[src/rtl/enc_pkg.sv]
// Shared step-code definitions for the quadrature decoder and position tracker.
package enc_pkg;

  typedef enum logic [1:0] {
    DIR_NONE = 2'b00,
    DIR_CW   = 2'b01,
    DIR_CCW  = 2'b10,
    DIR_ERR  = 2'b11
  } dir_e;

  // Illegal codes contribute no motion; they are flagged separately.
  function automatic logic signed [1:0] dir_delta(input logic [1:0] dir);
    case (dir)
      DIR_CW:  return 2'sb01;
      DIR_CCW: return 2'sb11;
      default: return 2'sb00;
    endcase
  endfunction

endpackage

[src/rtl/enc_window_timer.sv]
// Free-running window counter; tc marks the last cycle of each velocity window.
module enc_window_timer #(
  parameter int unsigned WINDOW_CYCLES = 50000
) (
  input  logic clk,
  input  logic rst_n,
  output logic tc
);

  localparam int unsigned CW = (WINDOW_CYCLES > 1) ? $clog2(WINDOW_CYCLES) : 1;
  localparam logic [CW-1:0] LAST = CW'(WINDOW_CYCLES - 1);

  logic [CW-1:0] count;

  always_ff @(posedge clk or negedge rst_n) begin
    if (!rst_n)            count <= '0;
    else if (count == LAST) count <= '0;
    else                    count <= count + CW'(1);
  end

  assign tc = (count == LAST);

endmodule

[src/rtl/encoder_position_tracker.sv]
// Wrapping position counter, saturating windowed velocity and error flag
// driven by the decoder's per-clock step code.
module encoder_position_tracker
  import enc_pkg::*;
#(
  parameter int unsigned POS_WIDTH     = 16,
  parameter int unsigned VEL_WIDTH     = 12,
  parameter int unsigned WINDOW_CYCLES = 50000
) (
  input  logic                 clk,
  input  logic                 rst_n,
  input  logic [1:0]           dir,
  input  logic                 clear,
  input  logic                 preset_en,
  input  logic [POS_WIDTH-1:0] preset_val,
  output logic [POS_WIDTH-1:0] position,
  output logic [VEL_WIDTH-1:0] velocity,
  output logic                 vel_valid,
  output logic                 wrap_pulse,
  output logic                 err_sticky
);

  localparam logic [POS_WIDTH-1:0] POS_MAX = {1'b0, {(POS_WIDTH-1){1'b1}}};
  localparam logic [POS_WIDTH-1:0] POS_MIN = {1'b1, {(POS_WIDTH-1){1'b0}}};
  // Symmetric saturation limits, one bit wider than the accumulator.
  localparam logic signed [VEL_WIDTH:0] VMAX = {2'b00, {(VEL_WIDTH-1){1'b1}}};
  localparam logic signed [VEL_WIDTH:0] VMIN = {2'b11, {(VEL_WIDTH-2){1'b0}}, 1'b1};

  logic                        tc;
  logic signed [1:0]           delta;
  logic [POS_WIDTH-1:0]        pos_next;
  logic                        wrap_next;
  logic [VEL_WIDTH-1:0]        acc;
  logic signed [VEL_WIDTH:0]   acc_sum;
  logic [VEL_WIDTH-1:0]        acc_sat;

  enc_window_timer #(
    .WINDOW_CYCLES(WINDOW_CYCLES)
  ) u_timer (
    .clk  (clk),
    .rst_n(rst_n),
    .tc   (tc)
  );

  assign delta = dir_delta(dir);

  always_comb begin
    pos_next  = position + {{(POS_WIDTH-2){delta[1]}}, delta};
    wrap_next = 1'b0;
    if (clear) begin
      pos_next = '0;
    end else if (preset_en) begin
      pos_next = preset_val;
    end else begin
      wrap_next = (dir == DIR_CW  && position == POS_MAX) ||
                  (dir == DIR_CCW && position == POS_MIN);
    end
  end

  always_comb begin
    acc_sum = $signed({acc[VEL_WIDTH-1], acc}) +
              $signed({{(VEL_WIDTH-1){delta[1]}}, delta});
    if (acc_sum > VMAX)      acc_sat = VMAX[VEL_WIDTH-1:0];
    else if (acc_sum < VMIN) acc_sat = VMIN[VEL_WIDTH-1:0];
    else                     acc_sat = acc_sum[VEL_WIDTH-1:0];
  end

  always_ff @(posedge clk or negedge rst_n) begin
    if (!rst_n) begin
      position   <= '0;
      wrap_pulse <= 1'b0;
      err_sticky <= 1'b0;
    end else begin
      position   <= pos_next;
      wrap_pulse <= wrap_next;
      if (clear)                err_sticky <= 1'b0;
      else if (dir == DIR_ERR)  err_sticky <= 1'b1;
    end
  end

  // The accumulator ignores clear/preset: velocity tracks physical motion.
  always_ff @(posedge clk or negedge rst_n) begin
    if (!rst_n) begin
      acc       <= '0;
      velocity  <= '0;
      vel_valid <= 1'b0;
    end else begin
      vel_valid <= tc;
      if (tc) begin
        velocity <= acc_sat;
        acc      <= '0;
      end else begin
        acc      <= acc_sat;
      end
    end
  end

endmodule

[config.mk]
export PLATFORM = sky130hd
export DESIGN_NAME = encoder_position_tracker
export DESIGN_NICKNAME = d
export VERILOG_FILES = /design/src/rtl/enc_pkg.sv /design/src/rtl/enc_window_timer.sv /design/src/rtl/encoder_position_tracker.sv
export SDC_FILE = /design/constraint.sdc
export NUM_CORES = 1
export LEC_CHECK = 0
export CAP_MARGIN = 25
export CORE_MARGIN = 2
export CORE_UTILIZATION = 58
export DETAILED_ROUTE_END_ITERATION = 6
export DONT_BUFFER_PORTS = 1
export GPL_ROUTABILITY_DRIVEN = 0
export PLACE_DENSITY = 0.8
export SETUP_SLACK_MARGIN = 0.4
export SLEW_MARGIN = 0
export SYNTH_ARGS = -nofsm -noshare
export SYNTH_HDL_FRONTEND = slang
export SYNTH_SLANG_ARGS = --single-unit
[constraint.sdc]
create_clock -name clk -period 2.7 [get_ports clk]
set_input_delay 0.81 -clock clk [delete_from_list [all_inputs] [get_ports clk]]
set_output_delay 0.81 -clock clk [all_outputs]
set_load 0.02 [all_outputs]
## After elaboration in Yosys (flattened, before gate mapping)

Cells that the tools add are included.

- Output and inout port bits: 31
- Word-level logic and storage cells: 33
- Bits of input ports: 22
- Flip-flop bits (word level): 59

- Order comparisons: 2
- Add/subtract/negate cells: 3
- Multiplexer cells: 11
- Eq/ne operators: 6
- Reductions and logical operators: 4

Operators with widths:

| cell | count |
|---|---|
| 2-to-1 mux 16 bit | 3 |
| 2-to-1 mux 12 bit | 3 |
| equality test 16 bit (second input constant) | 2 |
| adder 16 x 1 -> 16 bit (second input constant) | 1 |
| adder 16 bit | 1 |
| equality test 16 x 15 -> 1 bit (second input constant) | 1 |
| adder 12 x 2 -> 13 bit | 1 |
| > comparator 13 x 12 -> 1 bit (second input constant) | 1 |
| less-than comparator 13 x 12 -> 1 bit (second input constant) | 1 |
| equality test 2 bit (second input constant) | 2 |
| 2-to-1 mux 1 bit | 4 |
| one-hot mux 2 bit (2 select lines) | 1 |
| equality test 2 x 1 -> 1 bit (second input constant) | 1 |
| logical AND 1 bit | 2 |
| nonzero test 2 bit | 1 |
| logical OR 1 bit | 1 |

## Depth between registers and ports, before layout

Gate-level depths: netlist of run 1.

- Depth in word-level cells: 7
- Depth in mapped cells: 18
- Depth with buffers taken out: 13

## Modules after synthesis

From an unflattened synthesis of run 1, not the netlist that was laid out.

- Cells, all modules: 494
- Area, all modules: 4272.8 µm²

Modules (own cells, without submodules):

| module | seq. area each (µm²) | area each (µm²) | times used | cells each |
|---|---|---|---|---|
| encoder_position_tracker | 1076.0 | 3510.9 | 1 | 427 |
| enc_window_timer | 400.4 | 762.0 | 1 | 67 |

## Least setup slack after synthesis of run 1

No wires, ideal clock.

- Path kind: in2reg
- From: input port dir[0]
- To: register acc[4]
- Buffers on the path: 6
- Slack: -1.530 ns
- Library setup time: 0.138 ns
- Data arrival time: 4.092 ns
- Data required time: 2.562 ns
- Stages: 18
- Path through: inv_1 -> ha_1 -> buf_2 -> buf_2 -> buf_6 -> buf_6 -> buf_2 -> buf_2 -> xor2_1 -> ha_1 -> nand4bb_1 -> nand4_2 -> a21oi_1 -> xnor2_2 -> nand4_1 -> or4_4 -> a21oi_2 -> a211oi_1

- Cells in the longest elaborated chain, start to end: 7
- Elaborated cells on any way between the ends: 9
- Those cells by class: add/sub (1); order compare (2); eq/ne (2); mux (4)

RTL lines:

| item | RTL line | RTL |
|---|---|---|
| from (decl) | encoder_position_tracker.sv:12 | `input logic [1:0] dir,` |
| equality test 2 bit / equality test 2 x 1 -> 1 bit (equally long branches) | enc_pkg.sv:13 | `case (dir)` |
| one-hot mux 2 bit (2 select lines) (*) | enc_pkg.sv:13 |  |
| adder 12 x 2 -> 13 bit (*) | encoder_position_tracker.sv:61 | `acc_sum = $signed({acc[VEL_WIDTH-1], acc}) +` |
| less-than comparator 13 x 12 -> 1 bit | encoder_position_tracker.sv:64 | `else if (acc_sum < VMIN) acc_sat = VMIN[VEL_WIDTH-1:0];` |
| 2-to-1 mux 12 bit | encoder_position_tracker.sv:64 |  |
| 2-to-1 mux 12 bit (*) | encoder_position_tracker.sv:63 | `if (acc_sum > VMAX) acc_sat = VMAX[VEL_WIDTH-1:0];` |
| 2-to-1 mux 12 bit (*) | encoder_position_tracker.sv:89 | `if (tc) begin` |
| to (signal assigned) | encoder_position_tracker.sv:93 | `acc <= acc_sat;` |
| to (decl) | encoder_position_tracker.sv:33 | `logic [VEL_WIDTH-1:0] acc;` |

Every way passes the cells marked *; elsewhere a longest branch is shown, timed or not.
A chain may end at the register's enable or synchronous reset.

## Final worst setup path of run 1

Ends and elaborated chain as after synthesis.

==> impl_metrics.toml, run 1 <==
[synthesis]
syn-num-nets = 506
ys_seq_area_share_pct = 36.2
yosysWarnings = 0
syn_area_um2 = 4080
synthFlopType = "dfrtp_1"
synth_cells = 475
synth.avg_cell_area_um2 = 8.59
synth_edf_count = 0
synth-seq-cells = 59
synth_cell_types = 71
ys_async_sr_fraction_pct = 100

[floorplanning]
placementRows = 30
start_util_pct = 60.1
die_y_um = 87.9
core_um2 = 6790
io-pin-count = 53
die_area_um2 = 7720
fp.dieW_um = 87.9

[critical_path]
critPathMaxFanout = 7
regToRegEndpoint = "acc[4]"
reg2reg_from = "acc[1]"
crit_type = "primary input to flop"
cp.required_ns = 2.95
reg2reg_depth = 10
r2r_slack_ns = -0.21
crit_start = "dir[0]"
crit_path_end_kind = "flop"
startpoint_type = "primary input"
crit_end = "acc[4]"
worstPathArrival_ns = 3.40

[placement]
dpl.hpwl_mm = 7.65
dpl_cell_area_um2 = 4710
port_buffers = 0

[global_routing]
grt_usage_pct = 32.9
grt_max_degree = 60
grt_pass1_wl_mm = 19.3
grt_antenna_before_repair = 0
first_global_vias = 3994
gr-total-overflow = 0

[timing]
maxSlewHeadroom_pct = 67.0
fin_setup_tns_ns = -7.83
final-hold-violation-count = 0
rsz0062_at_grt = "true"
tightest_slew_ns = 0.494
max_freq_ghz = 0.317
fin_crit_sh_pct = 117
setup_ws_ns = -0.455
fin_skew_ns = 0.0220
finalWorstPathRequiredPeriod_ns = 3.16
slew_viol_final = 0
report.final.setup_viol = 32

[clock_tree]
clkTransAtPathRegs_ns = 0.09
clk_latency_ns = 0.38
cts_max_path_buffers = 2
clock-root-buffer = "clkbuf_8"
cts_sinks = 59
tritoncts = "done"
cts_hold_buffers = 0
numCtsBuffers = 9
cts_max_level = 3

[layout]
n_fill_cell = 357
diodes = 0
final_layout_size_suffix_gt1_share_pct = 37.2
fin_area_um2 = 5520
nets = 580
syn_to_final_growth_pct = 35.2

[pwr]
p_leak_nw = 2.34
ir_worst_vdd_v = 0.000454
powerDensity_nw_per_um2 = 800

[routing]
wirelength_mm = 13.5
drc_errors = 0
num_vias = 4285
first_pass_iters = 7
vias_per_cell = 6.59
ant_nets = 0
wl_per_cell_um = 20.7
initialDrtViolationCount = 639

[status]
violations = "negative setup slack"
outcome = "complete, but fails checks"

[job]
maxCapViolations = 0

[worst_hold_path]
hold_class = "primary input to asynchronous set/reset pin"
cell usage in the layout, fill, tap and decap left out, types with 7 or more instances in the layout:
cell      synthesis  final
xor2_1           22     18
o21ai_0          16      7
nand3_1          11     11
o21ai_2           0     13
clkbuf_8          0      9
dfrtp_1          59     59
a211oi_2          3      7
buf_6             2     13
nand4_1           8      8
a21oi_2           3     10
buf_4             0     83
nor4_1            8      7
o211ai_1          9      9
nand2_1          29     25
inv_1            11      9
nor3_1           12      9
a21oi_1          23     14
nor2_1           77     73
xnor2_1          25     19
mux2i_1           8      8
Yosys cell counts (all sizes together) (11+ instances only):
cell type,n,area [um2]
a211oi,11,97.6
a21oi,26,141
buf,14,78.8
clkbuf,20,76.3
dfrtp,59,1480
inv,12,45.0
nand2,29,109
nand3,11,55.1
nor2,77,289
nor3,12,60.1
o21ai,24,120
xnor2,26,235
xor2,22,193
what timing repair did:
item,in CTS,in global routing
endpoints found under the setup margin,37,46
pin swaps,59,29
resized for setup,67,25
buffers inserted,19,6
critical path, stage by stage:
cell and delay, ns:
inv_12 0.02, ha_4 0.25, inv_4 0.04, ha_4 0.17, ha_4 0.17, nand4b_1 0.19, nand4_4 0.21, xor2_1 0.24
a211oi_2 0.25, nand4_1 0.14, or4_4 0.55, a21oi_4 0.27, a211oi_2 0.08
layer usage:
layer / vias up / GRT usage (%) / part of all wire [%]
li1: 1847 / - / -
met1: 2005 / 40.3 / 37
met2: 323 / 53.9 / 48
met3: 110 / 8.86 / 9.3
met4: 0 / 15.5 / 5.6
met5: - / 0 / 0
stage by stage:
stage	power, W	worst slack [ns]	cells	hold slack, ns	util (%)
global placement	0.00283	-0.685	609	0.467	69.3
detailed placement	0.00288	-0.769	609	0.473	69.3
CTS	0.00409	-0.346	644	0.124	78.7
global route	0.00460	-0.495	650	0.104	81.2
floorplan	0.00228	-1.12	475	0.455	-
finish	0.00441	-0.455	650	0.109	81.2
worst min path at each step:
stage | from | endpoint | slack [ns] | cells past startpoint
after detailed placement | u_timer.count[0] | u_timer.count[0] | 0.47 | 1
after CTS | rst_n | position[12] | 0.12 | 0
final | rst_n | position[12] | 0.11 | 0
after floorplan | u_timer.count[0] | u_timer.count[0] | 0.45 | 1
after global placement | u_timer.count[0] | u_timer.count[0] | 0.47 | 1
after global routing | rst_n | position[10] | 0.10 | 0
cell type report:
class,instances,area (um2),share of cell area [%]
multi-input combinational,370,2870,52.0
clock buffer,9,124,2.25
clock inverter,7,76.3,1.38
tap,96,120,2.18
sequential,59,1480,26.8
inverter,12,60.1,1.09
timing repair buffer,97,790,14.3
kinds of logic after synthesis:
kind of cell	share of synthesized area, %
xor+xnor	10.5
compound gates	19.9
flops	36.2
mux	2.79
fa+ha+maj	3.00
buf+inv	4.90
simple gates	22.7
state kept, by name, summed over array words and instances (netlist names):
register       count
position          16
u_timer.count     16
acc               12
velocity          12
err_sticky         1
vel_valid          1
wrap_pulse         1
power by group:
group          total (W)  switching (W)  internal, W
Combinational    0.00231        0.00119      0.00112
Clock           0.000861       0.000429     0.000432
Sequential       0.00124       0.000238     0.000999
Power figures use the tool's default switching activity.
==> run 2: changes to the inputs <==
--- a/config.mk
+++ b/config.mk
@@ -6,7 +6,6 @@
 export NUM_CORES = 1
 export LEC_CHECK = 0
 export CAP_MARGIN = 25
-export CORE_MARGIN = 2
 export CORE_UTILIZATION = 58
 export DETAILED_ROUTE_END_ITERATION = 6
 export DONT_BUFFER_PORTS = 1
==> run 2 against run 1 <==
The run still ends with negative setup slack left. Die area decreased by 4.5%. Register-to-register slack about the same. Hold slack improved by 0.015 ns. Sequential cell count is the same. Clock-buffer cell count stayed put. Setup slack worse by 0.067 ns.
==> impl_metrics.toml, run 2 (synthesized netlist as in run 1, its figures left out) <==
[status]
outcome = "complete, but fails checks"
violations = "negative setup slack"

[critical_path]
reg2reg_from = "acc[6]"
r2r_slack_ns = -0.22
critPathMaxFanout = 9
crit_type = "primary input to flop"
cp.required_ns = 2.92
regToRegEndpoint = "acc[2]"
crit_path_end_kind = "flop"
worstPathArrival_ns = 3.45
reg2reg_depth = 11
startpoint_type = "primary input"

[routing]
initialDrtViolationCount = 591
num_vias = 4333
first_pass_iters = 6
wl_per_cell_um = 22.6
drc_errors = 0
vias_per_cell = 6.76
wirelength_mm = 14.5
ant_nets = 0

[clock_tree]
cts_max_path_buffers = 2
clk_latency_ns = 0.37
cts_hold_buffers = 0
cts_sinks = 59
clock-root-buffer = "clkbuf_8"
cts_max_level = 3
tritoncts = "done"
clkTransAtPathRegs_ns = 0.10
numCtsBuffers = 9

[pwr]
ir_worst_vdd_v = 0.000632
switching_share_pct = 43.3
p_int_w = 0.00264
comb_power_share_pct = 53.4
clkPwrFrac_pct = 19.8
p_switching_w = 0.00201
powerDensity_nw_per_um2 = 832
seqPwrFrac_pct = 26.9
p_leak_nw = 2.33

[floorplanning]
io-pin-count = 53
placementRows = 30
fp.dieW_um = 85.9
die_y_um = 85.9
die_area_um2 = 7380
start_util_pct = 60.1
core_um2 = 6790

[placement]
port_buffers = 0
pre_cts_slack_ns = -0.713
dpl_cell_area_um2 = 4660
dpl.hpwl_mm = 7.30

[timing]
fin_crit_sh_pct = 119
slew_viol_final = 0
maxSlewHeadroom_pct = 58.1
finalWorstPathRequiredPeriod_ns = 3.22
fin_skew_ns = 0.0282
max_freq_ghz = 0.310
worst_hold_slack_ns = 0.124
tightest_slew_ns = 0.623
final-hold-violation-count = 0
rsz0062_at_grt = "true"
setup_ws_ns = -0.523
report.final.setup_viol = 36

[layout]
final_cell_mix = "buf_4 (72), nor2_1 (68), dfrtp_1 (59)"
top_regs = "position: 16 flops, u_timer.count: 16 flops"
nets = 571
layout_commonest_cell = "buf_4"
n_fill_cell = 340
fin_area_um2 = 5590
final_layout_size_suffix_gt1_share_pct = 36.9
diodes = 0
syn_to_final_growth_pct = 37.0

[worst_hold_path]
hold_class = "primary input to asynchronous set/reset pin"

[global_routing]
grt_antenna_before_repair = 0
gr-total-overflow = 0
grt_usage_pct = 34.0
grtUsageMet3_pct = 8.47
grt_max_degree = 60
grt_pass1_wl_mm = 19.3
grt_util_met1_pct = 38.3
busiest_layer = "met2"
first_global_vias = 3987
use_met2_pct = 59.2

[job]
maxCapViolations = 0
run 2: final cells by class:
type	count	area (um2)	share of cell area, %
multi-input combinational	370	3000	53.6
sequential	59	1480	26.4
timing repair buffer	88	721	12.9
clock buffer	9	124	2.22
tap	96	120	2.15
clock inverter	7	92.6	1.66
inverter	12	60.1	1.07
run 2: power by group through the flow:
stage               logic, W  clock network, W  registers [W]
detailed placement   0.00167                 0        0.00121
floorplan            0.00116                 0        0.00112
CTS                  0.00183          0.000908        0.00121
global route         0.00256          0.000949        0.00126
global placement     0.00161                 0        0.00120
finish               0.00248          0.000919        0.00125
run 2: worst max-delay path by stage:
stage,startpoint,end,slack [ns],cells after the start
5_1_grt,dir[0],acc[2],-0.52,11
3_5_place_dp,dir[0],acc[3],-0.71,12
4_1_cts,dir[0],acc[4],-0.28,12
3_3_place_gp,dir[0],acc[2],-0.66,12
6_report,dir[0],acc[4],-0.52,11
2_1_floorplan,dir[0],acc[2],-1.12,18
run 2: per-stage QoR:
step	setup TNS, ns	std cells	power, W	util [%]
finish	-10.73	641	0.00465	82.3
global route	-12.05	641	0.00477	82.3
CTS	-3.66	631	0.00395	76.9
detailed placement	-17.57	605	0.00288	68.6
global placement	-15.40	605	0.00282	68.6
floorplan	-27.61	475	0.00228	-
run 2: what timing repair did:
action | CTS | global route
endpoints found under the setup margin | 37 | 37
pin swaps | 51 | 55
buffers inserted | 10 | 10
gates resized for setup | 54 | 62
run 2: worst max-delay path, stage by stage:
cell and delay, ns:
inv_12 0.04, ha_4 0.19, buf_4 0.19, inv_2 0.07, o41ai_2 0.60, o21ai_0 0.28
a211oi_2 0.28, nand4_1 0.11, or4_4 0.54, a21oi_4 0.25, a211oi_2 0.08
run 2: layer usage:
metal,vias to the layer above,routed length [um],share of wire (%)
met5,-,0,0
met4,0,951,6.6
met3,103,1300,9.0
met2,327,6940,48
met1,2070,5310,37
li1,1833,-,-
==> run 3: changes to the inputs <==
--- a/config.mk
+++ b/config.mk
@@ -6,11 +6,10 @@
 export NUM_CORES = 1
 export LEC_CHECK = 0
 export CAP_MARGIN = 25
-export CORE_UTILIZATION = 58
+export CORE_UTILIZATION = 51
 export DETAILED_ROUTE_END_ITERATION = 6
-export DONT_BUFFER_PORTS = 1
 export GPL_ROUTABILITY_DRIVEN = 0
-export PLACE_DENSITY = 0.8
+export PLACE_DENSITY = 0.82
 export SETUP_SLACK_MARGIN = 0.4
 export SLEW_MARGIN = 0
 export SYNTH_ARGS = -nofsm -noshare
==> run 3 against run 2 <==
The flow finishes with violations (design-rule violations, negative setup slack). Sequential share of layout area down 2.2 points. Global-route usage down 4.5 points. First-iteration DRC count down 13%. Total power down 1.7%. Die area up 13%. Combinational power about the same. Final cell count up 10%.
==> impl_metrics.toml, run 3 (synthesized netlist as in run 1, its figures left out) <==
[status]
outcome = "complete, but fails checks"
violations = "design-rule violations, negative setup slack"

[floorplanning]
io-pin-count = 53
die_area_um2 = 8360
die_y_um = 91.5
start_util_pct = 52.8
fp.dieW_um = 91.5
placementRows = 32
core_um2 = 7730

[global_routing]
first_global_vias = 4080
gr-total-overflow = 0
grt_util_met1_pct = 36.9
grt_pass1_wl_mm = 19.4
grt_usage_pct = 29.5
grt_max_degree = 60
use_met2_pct = 48.9
busiest_layer = "met2"
grtUsageMet3_pct = 6.20
grt_antenna_before_repair = 0

[critical_path]
crit_path_end_kind = "flop"
worstPathArrival_ns = 3.65
critPathMaxStageDelay_ns = 0.61
critPathMaxFanout = 7
startpoint_type = "primary input"
crit_type = "primary input to flop"
cpMostUsedCell = "ha_4"
worst_path_max_delay_cell = "or4_4"
cp.required_ns = 2.95
path_cells = "buf_8 > buf_6 > ha_4 > xor2_4 > ha_4 > nand4bb_1 > nand4_4 > buf_12 > mux2i_1 > o211ai_1 > xnor2_1 > or4_4 > a21oi_4 > nor3_2"

[routing]
ant_nets = 0
vias_per_cell = 6.30
first_pass_iters = 7
drc_errors = 1
wl_per_cell_um = 20.0
num_vias = 4441
wirelength_mm = 14.1
initialDrtViolationCount = 512

[timing]
fin_skew_ns = 0.00875
report.final.setup_viol = 36
finalWorstPathRequiredPeriod_ns = 3.40
final-hold-violation-count = 0
tightest_slew_ns = 0.754
rsz0062_at_grt = "true"
maxSlewHeadroom_pct = 49.8
slew_viol_final = 0
fin_crit_sh_pct = 126
max_freq_ghz = 0.294
setup_ws_ns = -0.700

[layout]
final_cell_mix = "buf_4 (73), nor2_1 (71), dfrtp_1 (57)"
nets = 629
layout_commonest_cell = "buf_4"
syn_to_final_growth_pct = 49.9
fin_util_pct = 79.2
fin_cells = 705
final_layout_size_suffix_gt1_share_pct = 34.0
diodes = 0
top_regs = "position: 16 flops, u_timer.count: 16 flops"

[clock_tree]
numCtsBuffers = 9
clkTransAtPathRegs_ns = 0.08
clock-root-buffer = "clkbuf_8"
cts_hold_buffers = 0
cts_max_level = 3
cts_max_path_buffers = 2
cts_sinks = 59
clk_latency_ns = 0.36
tritoncts = "done"

[placement]
port_buffers = 52
dpl.hpwl_mm = 7.66
dpl.cell_count = 665

[job]
maxCapViolations = 0

[pwr]
ir_worst_vdd_v = 0.000476
total_power_w = 0.00457
p_leak_nw = 2.64
powerDensity_nw_per_um2 = 747

[worst_hold_path]
hold_class = "flop to flop"
## run 3: changes by cell type in the layout (fill, tap and decap cells not counted), sizes merged, moves of 4 or more
cell	previous run	this run
clkinv	5	1
dlymetal6s2s	0	6
inv	12	16
dlygate4sd2	0	7
buf	88	97
clkdlybuf4s50	0	36
## run 3: what timing repair did
| action | 4_1_cts | 5_1_grt |
|---|---|---|
| cloned | 0 | 0 |
| resized for setup | 76 | 60 |
| setup buffers | 13 | 11 |
| endpoints found under the hold margin | 0 | 0 |
| endpoints found under the setup margin | 48 | 43 |
| pin swaps | 54 | 52 |
## run 3: report_power, final
part	leakage [nW]	switching, W	internal (W)
clock	0.103	0.000438	0.000444
combinational	1.82	0.00128	0.00118
sequential	0.723	0.000236	0.00100
## run 3: critical path: cells and delay by family
| kind | cells | cell delay [ns] |
|---|---|---|
| buf+inv | 3 | 0.39 |
| mux | 1 | 0.19 |
| simple gates | 4 | 1.03 |
| xor+xnor | 2 | 0.39 |
| fa+ha+maj | 2 | 0.40 |
| compound gates | 2 | 0.42 |
## run 3: path summary, 6_finish.rpt
check / cells past startpoint / endpoint / start / slack, ns
max: 14 / acc[2] / dir[1] / -0.70
min: 1 / u_timer.count[0] / u_timer.count[0] / 0.50
max reg2reg: 11 / acc[2] / acc[1] / -0.42
min reg2reg: 1 / u_timer.count[0] / u_timer.count[0] / 0.50
max in group asynchronous: 2 / position[7] / rst_n / 1.55
min in group asynchronous: 2 / acc[5] / rst_n / 0.60
## run 3: routing by layer
metal / wire length, um / vias to the layer above
li1: - / 1946
met1: 5540 / 2120
met2: 6830 / 286
met3: 1050 / 89
met4: 664 / 0
met5: 0 / -
## run 3: area by class of cell
type,instances,area [um2]
Inverter,12,60.1
Multi-Input combinational cell,370,2910
Clock buffer,9,124
Clock inverter,7,83.8
Tap cell,102,128
Fill cell,403,1610
Timing Repair Buffer,146,1330
Sequential cell,59,1480
## run 3: metrics by stage
stage | setup TNS [ns] | instance area, um2 | setup WS (ns) | hold WS (ns)
finish | -15.26 | 6120 | -0.700 | 0.499
global route | -17.85 | 6120 | -0.805 | 0.503
detailed placement | -44.57 | 5200 | -1.47 | 0.485
global placement | -42.55 | 5200 | -1.40 | 0.465
CTS | -8.46 | 5740 | -0.470 | 0.497
floorplan | -27.61 | 4220 | -1.12 | 0.455
